$ cat src/rtl/cnt_ramp_ctrl_if.sv
// Counter control bus between the ramp sequencer and the PWM counter.
// master = sequencer (drives), slave = counter (receives).
interface cnt_ramp_ctrl_if #(
   parameter int W = 16
);
   logic         en;
   logic         clr;
   logic         ld;
   logic [W-1:0] ld_val;
   logic [W-1:0] thr;

   modport master (
      output en, clr, ld, ld_val, thr
   );

   modport slave (
      input en, clr, ld, ld_val, thr
   );
endinterface

$ cat src/rtl/cnt_ramp_ctrl.sv
// Duty-cycle ramp sequencer driving the PWM counter control bus.
// Optional sticky completion IRQ: define CNT_RAMP_IRQ_EN.
module cnt_ramp_ctrl #(
   parameter  int W      = 16,
   parameter  int NSTEPS = 8,
   parameter  int RW     = 8,
   localparam int IW     = $clog2(NSTEPS)
) (
   input  logic          clk_i,
   input  logic          rst_i,
   input  logic          start_i,
   input  logic          stop_i,
   input  logic          loop_i,
   input  logic [W-1:0]  period_i,
   input  logic [IW:0]   nsteps_i,
   input  logic          cfg_we_i,
   input  logic [IW-1:0] cfg_idx_i,
   input  logic [6:0]    cfg_duty_i,
   input  logic [RW-1:0] cfg_reps_i,
   cnt_ramp_ctrl_if.master cnt,
   output logic          busy_o,
   output logic [IW-1:0] step_o,
   output logic          done_o
`ifdef CNT_RAMP_IRQ_EN
   ,
   output logic          irq_o,
   input  logic          irq_clr_i
`endif
);

   typedef enum logic [2:0] {
      IDLE,
      CLR,
      LOAD,
      SETTLE,
      RUN
   } state_t;

   localparam logic [IW:0] N_ONE = (IW+1)'(1);
   localparam logic [IW:0] N_MAX = (IW+1)'(NSTEPS);

   state_t        state_q;
   logic          abort_q;
   logic [6:0]    duty_q [NSTEPS];
   logic [RW-1:0] reps_q [NSTEPS];
   logic [W-1:0]  period_q;
   logic [IW:0]   nsteps_q;
   logic [W-1:0]  cyc_q;
   logic [RW-1:0] rep_q;
   logic [RW-1:0] cur_reps_q;

   logic start_ok;
   logic period_end;
   logic rep_end;
   logic last_step;

   assign start_ok   = start_i && !stop_i
                    && (period_i != '0)
                    && (nsteps_i != '0)
                    && (nsteps_i <= N_MAX);
   assign period_end = (cyc_q == period_q - W'(1));
   assign rep_end    = (rep_q == cur_reps_q - RW'(1));
   assign last_step  = (({1'b0, step_o} + N_ONE) == nsteps_q);

   // Step table; duty clamped to 100 %, zero repeats stored as one.
   always_ff @(posedge clk_i) begin
      if (rst_i) begin
         for (int i = 0; i < NSTEPS; i++) begin
            duty_q[i] <= '0;
            reps_q[i] <= RW'(1);
         end
      end else if (cfg_we_i) begin
         duty_q[cfg_idx_i] <= (cfg_duty_i > 7'd100)
                            ? 7'd100 : cfg_duty_i;
         reps_q[cfg_idx_i] <= (cfg_reps_i == '0)
                            ? RW'(1) : cfg_reps_i;
      end
   end

   // Sequencer FSM; every output is registered with its state.
   always_ff @(posedge clk_i) begin
      if (rst_i) begin
         state_q    <= IDLE;
         abort_q    <= 1'b0;
         period_q   <= '0;
         nsteps_q   <= '0;
         cyc_q      <= '0;
         rep_q      <= '0;
         cur_reps_q <= '0;
         cnt.en     <= 1'b0;
         cnt.clr    <= 1'b0;
         cnt.ld     <= 1'b0;
         cnt.ld_val <= '0;
         cnt.thr    <= '0;
         busy_o     <= 1'b0;
         step_o     <= '0;
         done_o     <= 1'b0;
      end else begin
         cnt.clr <= 1'b0;
         cnt.ld  <= 1'b0;
         done_o  <= 1'b0;
         if (state_q != IDLE && stop_i) begin
            cnt.en <= 1'b0;
            if (state_q == CLR && abort_q) begin
               state_q <= IDLE;
               abort_q <= 1'b0;
               busy_o  <= 1'b0;
            end else begin
               state_q <= CLR;
               abort_q <= 1'b1;
               cnt.clr <= 1'b1;
            end
         end else begin
            unique case (state_q)
               IDLE: begin
                  if (start_ok) begin
                     period_q <= period_i;
                     nsteps_q <= nsteps_i;
                     step_o   <= '0;
                     abort_q  <= 1'b0;
                     state_q  <= CLR;
                     cnt.clr  <= 1'b1;
                     busy_o   <= 1'b1;
                  end
               end
               CLR: begin
                  if (abort_q) begin
                     state_q <= IDLE;
                     abort_q <= 1'b0;
                     busy_o  <= 1'b0;
                  end else begin
                     state_q    <= LOAD;
                     cnt.ld     <= 1'b1;
                     cnt.ld_val <= W'(duty_q[step_o]);
                     cnt.thr    <= period_q;
                     cur_reps_q <= reps_q[step_o];
                  end
               end
               LOAD: begin
                  state_q <= SETTLE;
               end
               SETTLE: begin
                  state_q <= RUN;
                  cnt.en  <= 1'b1;
                  cyc_q   <= '0;
                  rep_q   <= '0;
               end
               RUN: begin
                  if (!period_end) begin
                     cyc_q <= cyc_q + W'(1);
                  end else begin
                     cyc_q <= '0;
                     if (!rep_end) begin
                        rep_q <= rep_q + RW'(1);
                     end else begin
                        cnt.en <= 1'b0;
                        if (!last_step) begin
                           step_o  <= step_o + IW'(1);
                           state_q <= CLR;
                           cnt.clr <= 1'b1;
                        end else if (loop_i) begin
                           step_o  <= '0;
                           state_q <= CLR;
                           cnt.clr <= 1'b1;
                        end else begin
                           state_q <= IDLE;
                           busy_o  <= 1'b0;
                           done_o  <= 1'b1;
                        end
                     end
                  end
               end
               default: begin
                  state_q <= IDLE;
                  busy_o  <= 1'b0;
                  cnt.en  <= 1'b0;
               end
            endcase
         end
      end
   end

`ifdef CNT_RAMP_IRQ_EN
   // Sticky completion flag; a clear in the same cycle wins.
   always_ff @(posedge clk_i) begin
      if (rst_i) begin
         irq_o <= 1'b0;
      end else if (irq_clr_i) begin
         irq_o <= 1'b0;
      end else if (done_o) begin
         irq_o <= 1'b1;
      end
   end
`endif

endmodule

$ cat src/flat_wrapper.sv
// flat-port wrapper written by rule: the top's interface ports become plain ports
module cnt_ramp_ctrl_flat 
#(
   parameter  int W      = 16,
   parameter  int NSTEPS = 8,
   parameter  int RW     = 8,
   localparam int IW     = $clog2(NSTEPS)
)
  (clk_i, rst_i, start_i, stop_i, loop_i, period_i, nsteps_i, cfg_we_i, cfg_idx_i, cfg_duty_i, cfg_reps_i, busy_o, step_o, done_o, cnt_en, cnt_clr, cnt_ld, cnt_ld_val, cnt_thr);
  cnt_ramp_ctrl_if #(.W(W)) cnt_i ();
  input  logic clk_i;
  input  logic rst_i;
  input  logic start_i;
  input  logic stop_i;
  input  logic loop_i;
  input  logic [W-1:0] period_i;
  input  logic [IW:0] nsteps_i;
  input  logic cfg_we_i;
  input  logic [IW-1:0] cfg_idx_i;
  input  logic [6:0] cfg_duty_i;
  input  logic [RW-1:0] cfg_reps_i;
  output logic busy_o;
  output logic [IW-1:0] step_o;
  output logic done_o;
  output wire logic [$bits(cnt_i.en)-1:0] cnt_en;
  output wire logic [$bits(cnt_i.clr)-1:0] cnt_clr;
  output wire logic [$bits(cnt_i.ld)-1:0] cnt_ld;
  output wire logic [$bits(cnt_i.ld_val)-1:0] cnt_ld_val;
  output wire logic [$bits(cnt_i.thr)-1:0] cnt_thr;
  assign cnt_en = cnt_i.en;
  assign cnt_clr = cnt_i.clr;
  assign cnt_ld = cnt_i.ld;
  assign cnt_ld_val = cnt_i.ld_val;
  assign cnt_thr = cnt_i.thr;
  cnt_ramp_ctrl #(.W(W), .NSTEPS(NSTEPS), .RW(RW)) u_core (.clk_i(clk_i), .rst_i(rst_i), .start_i(start_i), .stop_i(stop_i), .loop_i(loop_i), .period_i(period_i), .nsteps_i(nsteps_i), .cfg_we_i(cfg_we_i), .cfg_idx_i(cfg_idx_i), .cfg_duty_i(cfg_duty_i), .cfg_reps_i(cfg_reps_i), .cnt(cnt_i), .busy_o(busy_o), .step_o(step_o), .done_o(done_o));
endmodule
$ cat config.mk
export PLATFORM = sky130hd
export DESIGN_NAME = cnt_ramp_ctrl_flat
export DESIGN_NICKNAME = d
export VERILOG_FILES = /design/src/rtl/cnt_ramp_ctrl_if.sv /design/src/rtl/cnt_ramp_ctrl.sv /design/src/flat_wrapper.sv
export SDC_FILE = /design/constraint.sdc
export NUM_CORES = 1
export LEC_CHECK = 0
export BUFFER_PORTS_ARGS = -buffer_cell sky130_fd_sc_hd__buf_2
export CORE_MARGIN = 2
export CORE_UTILIZATION = 24
export DETAILED_ROUTE_END_ITERATION = 10
export GPL_TIMING_DRIVEN = 0
export PLACE_DENSITY_LB_ADDON = 0.3
export SLEW_MARGIN = 20
export SYNTH_ARGS = -nofsm -noshare
export SYNTH_HDL_FRONTEND = slang
export SYNTH_SLANG_ARGS = --single-unit
export TNS_END_PERCENT = 1
$ cat constraint.sdc
create_clock -name clk_i -period 4.6 [get_ports clk_i]
set_input_delay 0 -clock clk_i [delete_from_list [all_inputs] [get_ports clk_i]]
set_output_delay 0 -clock clk_i [all_outputs]
set_load 0.005 [all_outputs]
## After elaboration in Yosys (flattened, before gate mapping)

Memory sizes are Yosys's and may differ from the RTL's. A register that Yosys moved wholly into a read port is not among the register bits.
Cells that the tools add are included.

- $add $sub $neg: 6
- Order comparisons: 2
- Equality and inequality tests: 20
- Multiplexer cells: 58
- Bitwise operators: 8
- Reduce and logical (&&, ||, !) cells: 31

Operators by type and width:

| operator | number |
|---|---|
| 3-bit 2-to-1 mux | 12 |
| 8-bit 2-to-1 mux | 4 |
| 16-bit case mux with 2 select lines | 1 |
| 1-bit 2-to-1 mux | 30 |
| 16-bit by 1-bit adder with 16-bit output (second input constant) | 1 |
| 16-bit equality test | 1 |
| 16-bit 2-to-1 mux | 1 |
| 8-bit case mux with 2 select lines | 1 |
| 16-bit nonzero test | 1 |
| 16-bit by 1-bit subtractor with 16-bit output (second input constant) | 1 |
| 3-bit by 1-bit inequality test with 1-bit output (second input constant) | 5 |
| 3-bit case mux with 5 select lines | 1 |
| 7-bit 2-to-1 mux | 2 |
| 3-bit AND reduction | 4 |
| 8-bit by 1-bit adder with 8-bit output (second input constant) | 1 |
| 8-bit equality test | 1 |
| 8-bit logical NOT | 1 |
| 2-bit by 1-bit inequality test with 1-bit output (second input constant) | 4 |
| 1-bit inverter | 8 |
| 8-bit AND reduction | 1 |
| 8-bit OR reduction | 1 |
| 8-bit by 1-bit subtractor with 8-bit output (second input constant) | 1 |
| 7-bit greater-than comparator (second input constant) | 1 |
| 7-bit OR reduction | 1 |
| 27 further kinds | 40 |

- Flip-flop bits (word level): 72
- Bits in writable memories: 120
- Input port bits: 44
- Output and inout port bits: 40
- Logic and storage cells: 140
- Memories kept: 2

Memories:

| memory | depth | bits a word | read ports | clocked after memory_dff | write ports | line | RTL |
|---|---|---|---|---|---|---|---|
| u_core.reps_q | 8 | 8 | 1 | 1 | 8 | cnt_ramp_ctrl.sv:45 | `logic [RW-1:0] reps_q [NSTEPS];` |
| u_core.duty_q | 8 | 7 | 1 | 1 | 8 | cnt_ramp_ctrl.sv:44 | `logic [6:0] duty_q [NSTEPS];` |

## Logic depth before layout (Yosys ltp)

Gate-level depths: netlist of the first run.

- Depth after elaboration: 8
- Gate-level depth with buffers: 12

## Worst setup path before layout of the first run

OpenSTA, ideal clock, no wires.

- Path type: register to register
- Start point: reg u_core.period_q[0]
- End point: reg u_core.rep_q[6]
- Library setup time: 0.070 ns
- Data arrival time: 3.039 ns
- Required time: 4.530 ns
- Setup slack: 1.491 ns
- Cell stages (with the launch flop): 12
- Buffers on the path: 2
- Period minus slack after synthesis: 3.109 ns
- Cells stage by stage: dfxtp_1 > inv_1 > ha_1 > clkbuf_1 > or4_1 > nor3_1 > a31oi_1 > a311o_2 > o41a_1 > buf_6 > or4_1 > a21boi_1

- Longest elaborated chain between the ends: 4

Ends and longest elaborated chain:

| item | line | RTL |
|---|---|---|
| start, declared | cnt_ramp_ctrl.sv:46 | `logic [W-1:0] period_q;` |
| start signal, assigned | cnt_ramp_ctrl.sv:117 | `period_q <= period_i;` |
| 16-bit by 1-bit subtractor with 16-bit output | cnt_ramp_ctrl.sv:61 | `assign period_end = (cyc_q == period_q - W'(1));` |
| 16-bit equality test | cnt_ramp_ctrl.sv:61 |  |
| 2-bit by 1-bit inequality test with 1-bit output (no source line) | - |  |
| 4-bit AND reduction (no source line) | - |  |
| end signal, assigned | cnt_ramp_ctrl.sv:154 | `rep_q <= rep_q + RW'(1);` |
| end, declared | cnt_ramp_ctrl.sv:49 | `logic [RW-1:0] rep_q;` |

No other way between the ends.
A chain may end at the register's enable or synchronous reset.

## Final worst setup path of the first run

- Start point: reg u_core.period_q[0]
- End point: reg u_core.step_o[0]

- Longest elaborated chain between the ends: 4

Ends and longest elaborated chain:

| item | line | RTL |
|---|---|---|
| 16-bit by 1-bit subtractor with 16-bit output | cnt_ramp_ctrl.sv:61 |  |
| 16-bit equality test | cnt_ramp_ctrl.sv:61 |  |
| 2-bit by 1-bit inequality test with 1-bit output (no source line) | - |  |
| 6-bit AND reduction (no source line) | - |  |
| end signal, assigned | cnt_ramp_ctrl.sv:158 | `step_o <= step_o + IW'(1);` |
| end, declared | cnt_ramp_ctrl.sv:22 | `output logic [IW-1:0] step_o,` |

No other way between the ends.

==> results of run 1 <==
[kinds of logic (layout without fill, tap and decap cells)]
group | Yosys count | count (layout) | share of synthesized area [%]
xor+xnor | 47 | 47 | 4.18
mux | 50 | 50 | 8.89
compound gates | 125 | 125 | 8.05
fa+ha+maj | 5 | 5 | 0.635
flops | 207 | 207 | 54.3
other cells | 1 | 10 | 0.0381
buf+inv | 77 | 237 | 3.75
simple gates | 405 | 405 | 20.2
[final timing paths]
| check | slack [ns] | endpoint | cells after the start |
|---|---|---|---|
| setup / recovery | 0.85 | u_core.step_o[0] | 11 |
| setup reg to reg | 0.85 | u_core.step_o[0] | 11 |
| hold reg to reg | 0.48 | u_core.abort_q | 2 |
| hold / removal | 0.03 | u_core.duty_q[7][2] | 4 |
[what timing repair did]
action	4_1_cts	5_1_grt
hold buffers	43	0
endpoints found under the hold margin	135	0
gates resized for setup	0	0
[flip-flops by register name, indices dropped and copies added (netlist names), 4 cells and up]
| name | cells |
|---|---|
| u_core.cnt.ld_val | 7 |
| u_core.cnt.thr | 16 |
| u_core.cur_reps_q | 8 |
| u_core.cyc_q | 16 |
| u_core.duty_q | 56 |
| u_core.nsteps_q | 4 |
| u_core.period_q | 16 |
| u_core.rep_q | 8 |
| u_core.reps_q | 64 |
[final cells by class]
| class | count | area (um^2) | area share, % |
|---|---|---|---|
| tap | 532 | 666 | 5.46 |
| inverter | 12 | 45.0 | 0.370 |
| sequential | 207 | 5350 | 43.9 |
| clock inverter | 14 | 161 | 1.32 |
| timing repair buffer | 120 | 831 | 6.82 |
| clock buffer | 26 | 617 | 5.06 |
| multi-input combinational | 641 | 4190 | 34.4 |
| buffer | 65 | 324 | 2.66 |
| antenna | 1 | 2.50 | 0.0205 |
[synth_stat cells (3+ instances only)]
master,number
nor2_1,127
edfxtp_1,120
nand2_1,96
dfxtp_1,87
a21oi_1,55
and3_1,41
and2_1,38
clkbuf_1,38
xnor2_1,35
mux4_2,30
nor3_1,21
mux2i_1,20
nand3_1,19
a211oi_1,18
o21ai_0,13
inv_1,12
xor2_1,12
nor4_1,11
buf_4,10
nand4_1,10
buf_1,8
or3_1,7
a31oi_1,5
buf_6,5
ha_1,5
nand3b_1,5
o31ai_1,5
nor2b_1,4
nor3b_1,4
or4_1,4
buf_2,3
o21a_1,3
or2_2,3
[power breakdown]
group / switching, mW / total [mW] / internal, mW / leakage (nW)
Clock: 0.782 / 1.92 / 1.13 / 0.392
Sequential: 0.0842 / 2.20 / 2.12 / 1.86
Combinational: 0.488 / 0.832 / 0.343 / 2.15
Total: 1.35 / 4.95 / 3.60 / 4.40
[critical path, stage by stage, from the launching register on]
cell       delay (ns)
dfxtp_1          0.47
inv_1            0.10
ha_1             0.21
clkbuf_1         0.24
xor2_1           0.21
o21ai_0          0.17
a21oi_1          0.05
nand4b_1         0.24
a2111oi_0        0.86
a31oi_1          0.30
or4b_2           0.66
a21oi_1          0.15
[metrics by stage]
step	instance area (um^2)	hold WS (ns)	util [%]
detailed placement	11000	0.260	27.0
global placement	10900	0.259	26.8
global route	12200	0.0664	30.0
CTS	12200	0.0152	29.9
floorplan	9880	0.136	-
finish	12200	0.0304	30.0
[routing by layer]
layer | vias to the layer above | part of all wire, % | global-route usage [%]
met5 | - | 0 | 0
met3 | 39 | 4.8 | 2.10
met2 | 194 | 48 | 22.3
li1 | 3613 | - | -
met1 | 3643 | 46 | 17.2
met4 | 0 | 1.7 | 2.60
==> flow_metrics.env, run 1 <==
export IMPL_port_buffers=73
export IMPL_antenna_found_initial=0
export IMPL_rsz0062_at_grt="no"
export IMPL_avgViaCountPerCell=4.63
export IMPL_final_setup_tns_ns=0
export IMPL_maxSlewHeadroom_pct=35.7
export IMPL_start_util_pct=24.2
export IMPL_cp_arrival_ns=4.21
export IMPL_area_delta_synth_final_pct=23.7
export IMPL_dp_hpwl_um=19600
export IMPL_vias=7489
export IMPL_clock_sinks=207
export IMPL_finalNonFillerCells=1618
export IMPL_die_y_um=207
export IMPL_clk_insertion_delay_late_ns=0.54
export IMPL_placed_cells_incl_taps=1533
export IMPL_post_place_ws_ns=0.869
export IMPL_layout_drive_gt1_share_pct=16.7
export IMPL_final_common_cell="nor2_1"
export IMPL_endpoint_kind="flop"
export IMPL_yosysUniqueCellTypes=64
export IMPL_drc=0
export IMPL_p_leak_nw=4.40
export IMPL_clockRootBuffer="clkbuf_16"
export IMPL_outcome="complete, no violations"
export IMPL_startpoint_type="flop"
export IMPL_slew_viol_final=0
export IMPL_nFillCells=4203
export IMPL_nNetsFinal=1119
export IMPL_rows=74
export IMPL_cts_setup_buffers=0
export IMPL_synth_seq_area_share_pct=54.3
export IMPL_crit_type="flop to flop"
export IMPL_synth_warnings=0
export IMPL_first_pass_iters=4
export IMPL_min_path_type="input port to flop"
export IMPL_cap_viol_max_count=0
export IMPL_netlist_top_cells_area="edfxtp_1 (37%), dfxtp_1 (18%), mux4_2 (6.9%)"
export IMPL_timing_hold_worst_start="cfg_duty_i[2]"
export IMPL_ctsHtreeMaxLevel=1
export IMPL_tightest_slew_ns=0.940
export IMPL_pwr_density_cell_nw_per_um2=406
export IMPL_synth_edf_count=120
export IMPL_ant_nets=0
export IMPL_totalWireLength_um=27500
export IMPL_grt_max_degree=16
export IMPL_yosys_area_top_type="edfxtp_1"
export IMPL_gr_total_overflow=0
export IMPL_die_area_um2=42700
export IMPL_drtIter0Drc=417
export IMPL_startpoint="u_core.period_q[0]"
export IMPL_syn_inst=917
export IMPL_period_needed_ns=3.75
export IMPL_ys_flop_type="edfxtp_1"
export IMPL_syn_area_um2=9850
export IMPL_synth_seq_cells=207
export IMPL_die_w_um=207
export IMPL_syn_avg_cell_area_um2=10.7
export IMPL_grt_pass1_vias=7477
export IMPL_setup_ws_ns=0.850
export IMPL_gp_congestion=0.812
export IMPL_fin_worst_skew_ns=0.0117
export IMPL_period_share_pct=81.5
export IMPL_wl_per_cell_um=17.0
export IMPL_clkTransAtPathRegs_ns=0.06
export IMPL_grt_pass1_wl_um=42900
export IMPL_cts_max_path_buffers=3
export IMPL_ioPinCount=84
export IMPL_yosysTopAreaCellShare_pct=36.6
export IMPL_finalSetupViolCount=0
export IMPL_ys_async_sr_fraction_pct=0
export IMPL_crit_fanout=10
export IMPL_core_area_um2=40600
export IMPL_peakVddDrop_mv=0.229
export IMPL_finalPower_mw=4.95
export IMPL_cts_tree="yes"
export IMPL_layout_common_cells="nor2_1 (127), edfxtp_1 (120), nand2_1 (96)"
export IMPL_cts_buffers=23
export IMPL_r2r_start="u_core.period_q[0]"
export IMPL_worstPathRequired_ns=5.06
export IMPL_grt_util_all_layers_pct=13.0
export IMPL_max_freq_mhz=267
export IMPL_hold_violations=0
Power figures use the tool's default switching activity.
==> inputs of run 2 (changes only) <==
Clock period 4.6 ns to 3.1 ns, I/O delays scaled along.
==> flow_metrics.env, run 2 (synthesis results as in run 1) <==
export IMPL_hold_slack_ns=0.0237
export IMPL_start_util_pct=24.2
export IMPL_post_place_ws_ns=-0.454
export IMPL_cts_tree="yes"
export IMPL_power_switching_mw=2.02
export IMPL_peakVddDrop_mv=0.326
export IMPL_antenna_found_initial=0
export IMPL_finalSetupViolCount=0
export IMPL_wl_met3_um=1170
export IMPL_grt_max_degree=16
export IMPL_drc=0
export IMPL_dp_hpwl_um=19600
export IMPL_wl_met1_um=12700
export IMPL_antennaDiodeCount=0
export IMPL_outcome="complete, no violations"
export IMPL_die_area_um2=42700
export IMPL_largest_registers="u_core.reps_q x64, u_core.duty_q x56"
export IMPL_period_share_pct=98.1
export IMPL_pwr_share_comb_pct=17.8
export IMPL_core_area_um2=40600
export IMPL_grt_pass1_wl_um=42400
export IMPL_p_clk_share_pct=36.8
export IMPL_cap_viol_max_count=0
export IMPL_die_y_um=207
export IMPL_crit_type="flop to flop"
export IMPL_max_freq_mhz=329
export IMPL_power_share_sequential_pct=45.4
export IMPL_met2_wirelength_um=13400
export IMPL_top_layer="met4"
export IMPL_p_leak_nw=4.42
export IMPL_ant_nets=0
export IMPL_rows=74
export IMPL_ctsHtreeMaxLevel=1
export IMPL_intPower_mw=5.18
export IMPL_period_needed_ns=3.04
export IMPL_grt_util_all_layers_pct=12.8
export IMPL_tightest_slew_ns=0.966
export IMPL_fin_worst_skew_ns=0.0313
export IMPL_die_w_um=207
export IMPL_wl_per_cell_um=17.0
export IMPL_first_pass_iters=5
export IMPL_final_setup_tns_ns=0
export IMPL_min_path_type="input port to flop"
export IMPL_setup_ws_ns=0.0600
export IMPL_clk_insertion_delay_late_ns=0.54
export IMPL_nNetsFinal=1125
export IMPL_port_buffers=73
export IMPL_largest_reg_flops=64
export IMPL_avgViaCountPerCell=4.59
export IMPL_hold_violations=0
export IMPL_totalWireLength_um=27600
export IMPL_cts_max_path_buffers=3
export IMPL_cp_arrival_ns=3.51
export IMPL_gr_total_overflow=0
export IMPL_slew_viol_final=0
export IMPL_finalPower_mw=7.20
export IMPL_rsz0062_at_grt="yes"
export IMPL_ioPinCount=84
export IMPL_maxSlewHeadroom_pct=35.6
export IMPL_cts_buffers=22
export IMPL_clockRootBuffer="clkbuf_16"
export IMPL_final_common_cell="nor2_1"
export IMPL_switching_share_pct=28.0
export IMPL_clock_sinks=207
export IMPL_worstPathRequired_ns=3.57
export IMPL_vias=7452
export IMPL_clkTransAtPathRegs_ns=0.06
export IMPL_startpoint_type="flop"
export IMPL_gp_congestion=0.805
export IMPL_regMostFlops="u_core.reps_q"
export IMPL_layout_common_cells="nor2_1 (126), edfxtp_1 (120), nand2_1 (96)"
export IMPL_area_delta_synth_final_pct=25.0
export IMPL_grt_pass1_vias=7442
export IMPL_layout_drive_gt1_share_pct=18.2
export IMPL_crit_fanout=10
export IMPL_drtIter0Drc=359
export IMPL_endpoint_kind="flop"
export IMPL_pwr_density_cell_nw_per_um2=585
-- run 2: area by class of cell --
cell class | count | area, um^2
buffer | 64 | 333
tap | 532 | 666
multi-input combinational | 641 | 4310
sequential | 207 | 5360
inverter | 12 | 45.0
fill | 4201 | 28300
timing repair buffer | 128 | 890
clock buffer | 27 | 579
clock inverter | 13 | 135
-- run 2: worst paths after layout --
path | to | depth (start not counted) | slack, ns | from
setup / recovery | u_core.rep_q[6] | 11 | 0.06 | u_core.period_q[1]
hold reg to reg | u_core.nsteps_q[1] | 2 | 0.48 | u_core.nsteps_q[1]
setup reg to reg | u_core.rep_q[6] | 11 | 0.06 | u_core.period_q[1]
hold / removal | u_core.duty_q[1][2] | 4 | 0.02 | cfg_duty_i[2]
-- run 2: worst max-delay path, stage by stage, from the launching register on --
cell and delay [ns]:
dfxtp_4 0.37, inv_2 0.06, ha_4 0.16, buf_8 0.13
or4_1 0.47, nor3_1 0.14, a31oi_1 0.09, a311o_2 0.39
o41a_1 0.49, buf_6 0.16, or4_1 0.40, a21boi_1 0.13
-- run 2: timing repair --
item	in CTS	in global routing
hold endpoints to repair	130	0
gates cloned	0	1
buffers inserted	1	4
gates resized for setup	15	21
hold buffers	46	0
pin swaps	3	13
setup endpoints to repair	26	20
-- run 2: power groups by stage --
stage / sequential [mW] / clock [mW] / combinational [mW]
2_1_floorplan: 3.30 / 0 / 0.785
3_3_place_gp: 3.32 / 0 / 1.17
3_5_place_dp: 3.33 / 0 / 1.18
4_1_cts: 3.27 / 2.70 / 1.25
5_1_grt: 3.29 / 2.81 / 1.43
6_report: 3.27 / 2.65 / 1.28
-- run 2: per-layer routing --
| layer | global-route usage (%) | vias up |
|---|---|---|
| li1 | - | 3621 |
| met1 | 17.0 | 3649 |
| met2 | 22.3 | 155 |
| met3 | 1.81 | 27 |
| met4 | 2.19 | 0 |
| met5 | 0 | - |
-- run 2: metrics by stage --
| stage | util (%) | instances | cell area (um^2) |
|---|---|---|---|
| floorplan | - | 925 | 9880 |
| global placement | 26.8 | 1530 | 10900 |
| detailed placement | 27.0 | 1533 | 11000 |
| CTS | 30.0 | 1620 | 12200 |
| global route | 30.3 | 1624 | 12300 |
| finish | 30.3 | 1624 | 12300 |
==> inputs of run 3 (changes only) <==
Settings changed: CORE_UTILIZATION 24 to 54, CTS_CLUSTER_SIZE from default to 10.
==> flow_metrics.env, run 3 (synthesis results as in run 1) <==
export IMPL_die_w_um=139
export IMPL_start_util_pct=55.0
export IMPL_placed_area_um2=10600
export IMPL_min_path_type="input port to flop"
export IMPL_layout_drive_gt1_share_pct=17.6
export IMPL_outcome="finished with violations"
export IMPL_pwr_density_cell_nw_per_um2=595
export IMPL_worstPathRequired_ns=3.47
export IMPL_placed_cells_incl_taps=1230
export IMPL_drtIter0Drc=549
export IMPL_timing_hold_worst_start="cfg_duty_i[2]"
export IMPL_nFillCells=1368
export IMPL_totalWireLength_um=25100
export IMPL_crit_family="compound AO/OA/AOI/OAI gates"
export IMPL_violations="setup timing"
export IMPL_peakVddDrop_mv=0.473
export IMPL_gr_total_overflow=0
export IMPL_layout_common_cells="nor2_1 (127), edfxtp_1 (120), nand2_1 (96)"
export IMPL_wl_per_cell_um=18.9
export IMPL_wl_met1_um=10000
export IMPL_top_layer="met4"
export IMPL_p_leak_nw=4.40
export IMPL_finalSetupViolCount=7
export IMPL_r2r_slack_ns=-0.09
export IMPL_grt_max_degree=16
export IMPL_die_area_um2=19300
export IMPL_hold_violations=0
export IMPL_slowest_stage="or4_1"
export IMPL_final_common_cell="nor2_1"
export IMPL_cap_viol_max_count=0
export IMPL_core_area_um2=17900
export IMPL_grt_util_all_layers_pct=25.5
export IMPL_largest_registers="u_core.reps_q x64, u_core.duty_q x56"
export IMPL_die_y_um=139
export IMPL_slew_viol_final=0
export IMPL_r2r_cells=13
export IMPL_critPathMostFrequentCell="buf_4"
export IMPL_rr_endpoint="u_core.rep_q[1]"
export IMPL_vias=7732
export IMPL_crit_chain="inv_1, ha_2, clkbuf_8, or4_1, nor3_1, a31oi_1, a311o_2, o41a_1, buf_6, buf_4, buf_4, o21ai_2, a21oi_2"
export IMPL_setup_ws_ns=-0.0874
export IMPL_critPathMaxStageDelay_ns=0.48
export IMPL_first_pass_iters=5
export IMPL_met2_wirelength_um=12700
export IMPL_r2r_start="u_core.period_q[0]"
export IMPL_finalNonFillerCells=1324
export IMPL_finalPower_mw=7.08
export IMPL_ant_nets=0
export IMPL_ioPinCount=84
export IMPL_clk_insertion_delay_late_ns=0.53
export IMPL_grt_pass1_wl_um=39300
export IMPL_largest_reg_flops=64
export IMPL_regMostFlops="u_core.reps_q"
export IMPL_endpoint_kind="flop"
export IMPL_startpoint_type="flop"
export IMPL_rsz0062_at_grt="yes"
export IMPL_area_delta_synth_final_pct=20.8
export IMPL_grt_pass1_vias=7521
export IMPL_period_needed_ns=3.19
export IMPL_max_freq_mhz=314
export IMPL_wl_met3_um=1610
export IMPL_period_share_pct=103
export IMPL_maxSlewHeadroom_pct=31.1
export IMPL_cp_arrival_ns=3.56
export IMPL_nNetsFinal=1130
export IMPL_ctsHtreeMaxLevel=1
export IMPL_port_buffers=73
export IMPL_dp_hpwl_um=17100
export IMPL_crit_fanout=10
export IMPL_antenna_found_initial=0
export IMPL_clock_sinks=207
export IMPL_fin_worst_skew_ns=0.0165
export IMPL_post_place_ws_ns=-0.584
export IMPL_cts_tree="yes"
export IMPL_path_depth=13
export IMPL_crit_type="flop to flop"
export IMPL_final_cell_area_um2=11900
export IMPL_cts_buffers=24
export IMPL_clockRootBuffer="clkbuf_16"
export IMPL_rows=49
export IMPL_cts_max_path_buffers=3
export IMPL_drc=0
export IMPL_tightest_slew_ns=1.03
export IMPL_final_setup_tns_ns=-0.422
export IMPL_avgViaCountPerCell=5.84
export IMPL_antennaDiodeCount=0
export IMPL_gp_congestion=0.896
export IMPL_worst_path_buf_inv=5
export IMPL_min_to="u_core.duty_q[3][2]"
export IMPL_clkTransAtPathRegs_ns=0.05
export IMPL_whs_path_depth=4
run 3: routing by layer:
layer,up-vias,global-route usage [%]
met1,3723,32.8
met3,63,3.63
met2,310,44.8
met5,-,0
met4,0,8.40
li1,3636,-
run 3: layout make-up:
| type | count | area (um^2) | share of cell area [%] |
|---|---|---|---|
| Tap cell | 229 | 287 | 2.41 |
| Inverter | 12 | 45.0 | 0.379 |
| Multi-Input combinational cell | 641 | 4280 | 36.0 |
| Sequential cell | 207 | 5350 | 45.0 |
| Timing Repair Buffer | 131 | 911 | 7.66 |
| Clock inverter | 1 | 30.0 | 0.252 |
| Clock buffer | 39 | 657 | 5.52 |
| Buffer | 64 | 333 | 2.80 |
run 3: where the power goes:
group / total (mW) / switching, mW / internal (mW) / leakage (nW)
sequential: 3.28 / 0.131 / 3.15 / 1.86
combinational: 1.28 / 0.733 / 0.551 / 2.22
clock: 2.52 / 1.08 / 1.44 / 0.325
run 3: timing repair:
action	4_1_cts	5_1_grt
cloned	0	0
resized for setup	12	21
setup buffers	1	8
hold endpoints to repair	132	1
hold buffers	45	1
pin swaps	2	12
endpoints found under the setup margin	28	25
run 3: tightest hold or removal path: cells and delay by family:
kind,cells,cell delay (ns)
buffers and inverters,2,0.28
and+or+nand+nor,2,0.17
run 3: worst max-delay path by stage:
stage	from	endpoint	slack, ns
floorplan	u_core.period_q[0]	u_core.rep_q[6]	0.02
global placement	u_core.state_q[1]	u_core.cnt.thr[8]	-0.58
detailed placement	u_core.period_q[0]	u_core.step_o[0]	-0.58
CTS	u_core.period_q[3]	u_core.rep_q[6]	-0.11
global route	u_core.period_q[2]	u_core.rep_q[4]	-0.21
finish	u_core.period_q[0]	u_core.rep_q[1]	-0.09
run 3: through the flow:
stage | hold WS [ns] | util, %
floorplan | 0.136 | -
global placement | 0.258 | 58.8
detailed placement | 0.263 | 59.0
CTS | 0.0114 | 65.6
global route | 0.0653 | 66.5
finish | 0.0426 | 66.5
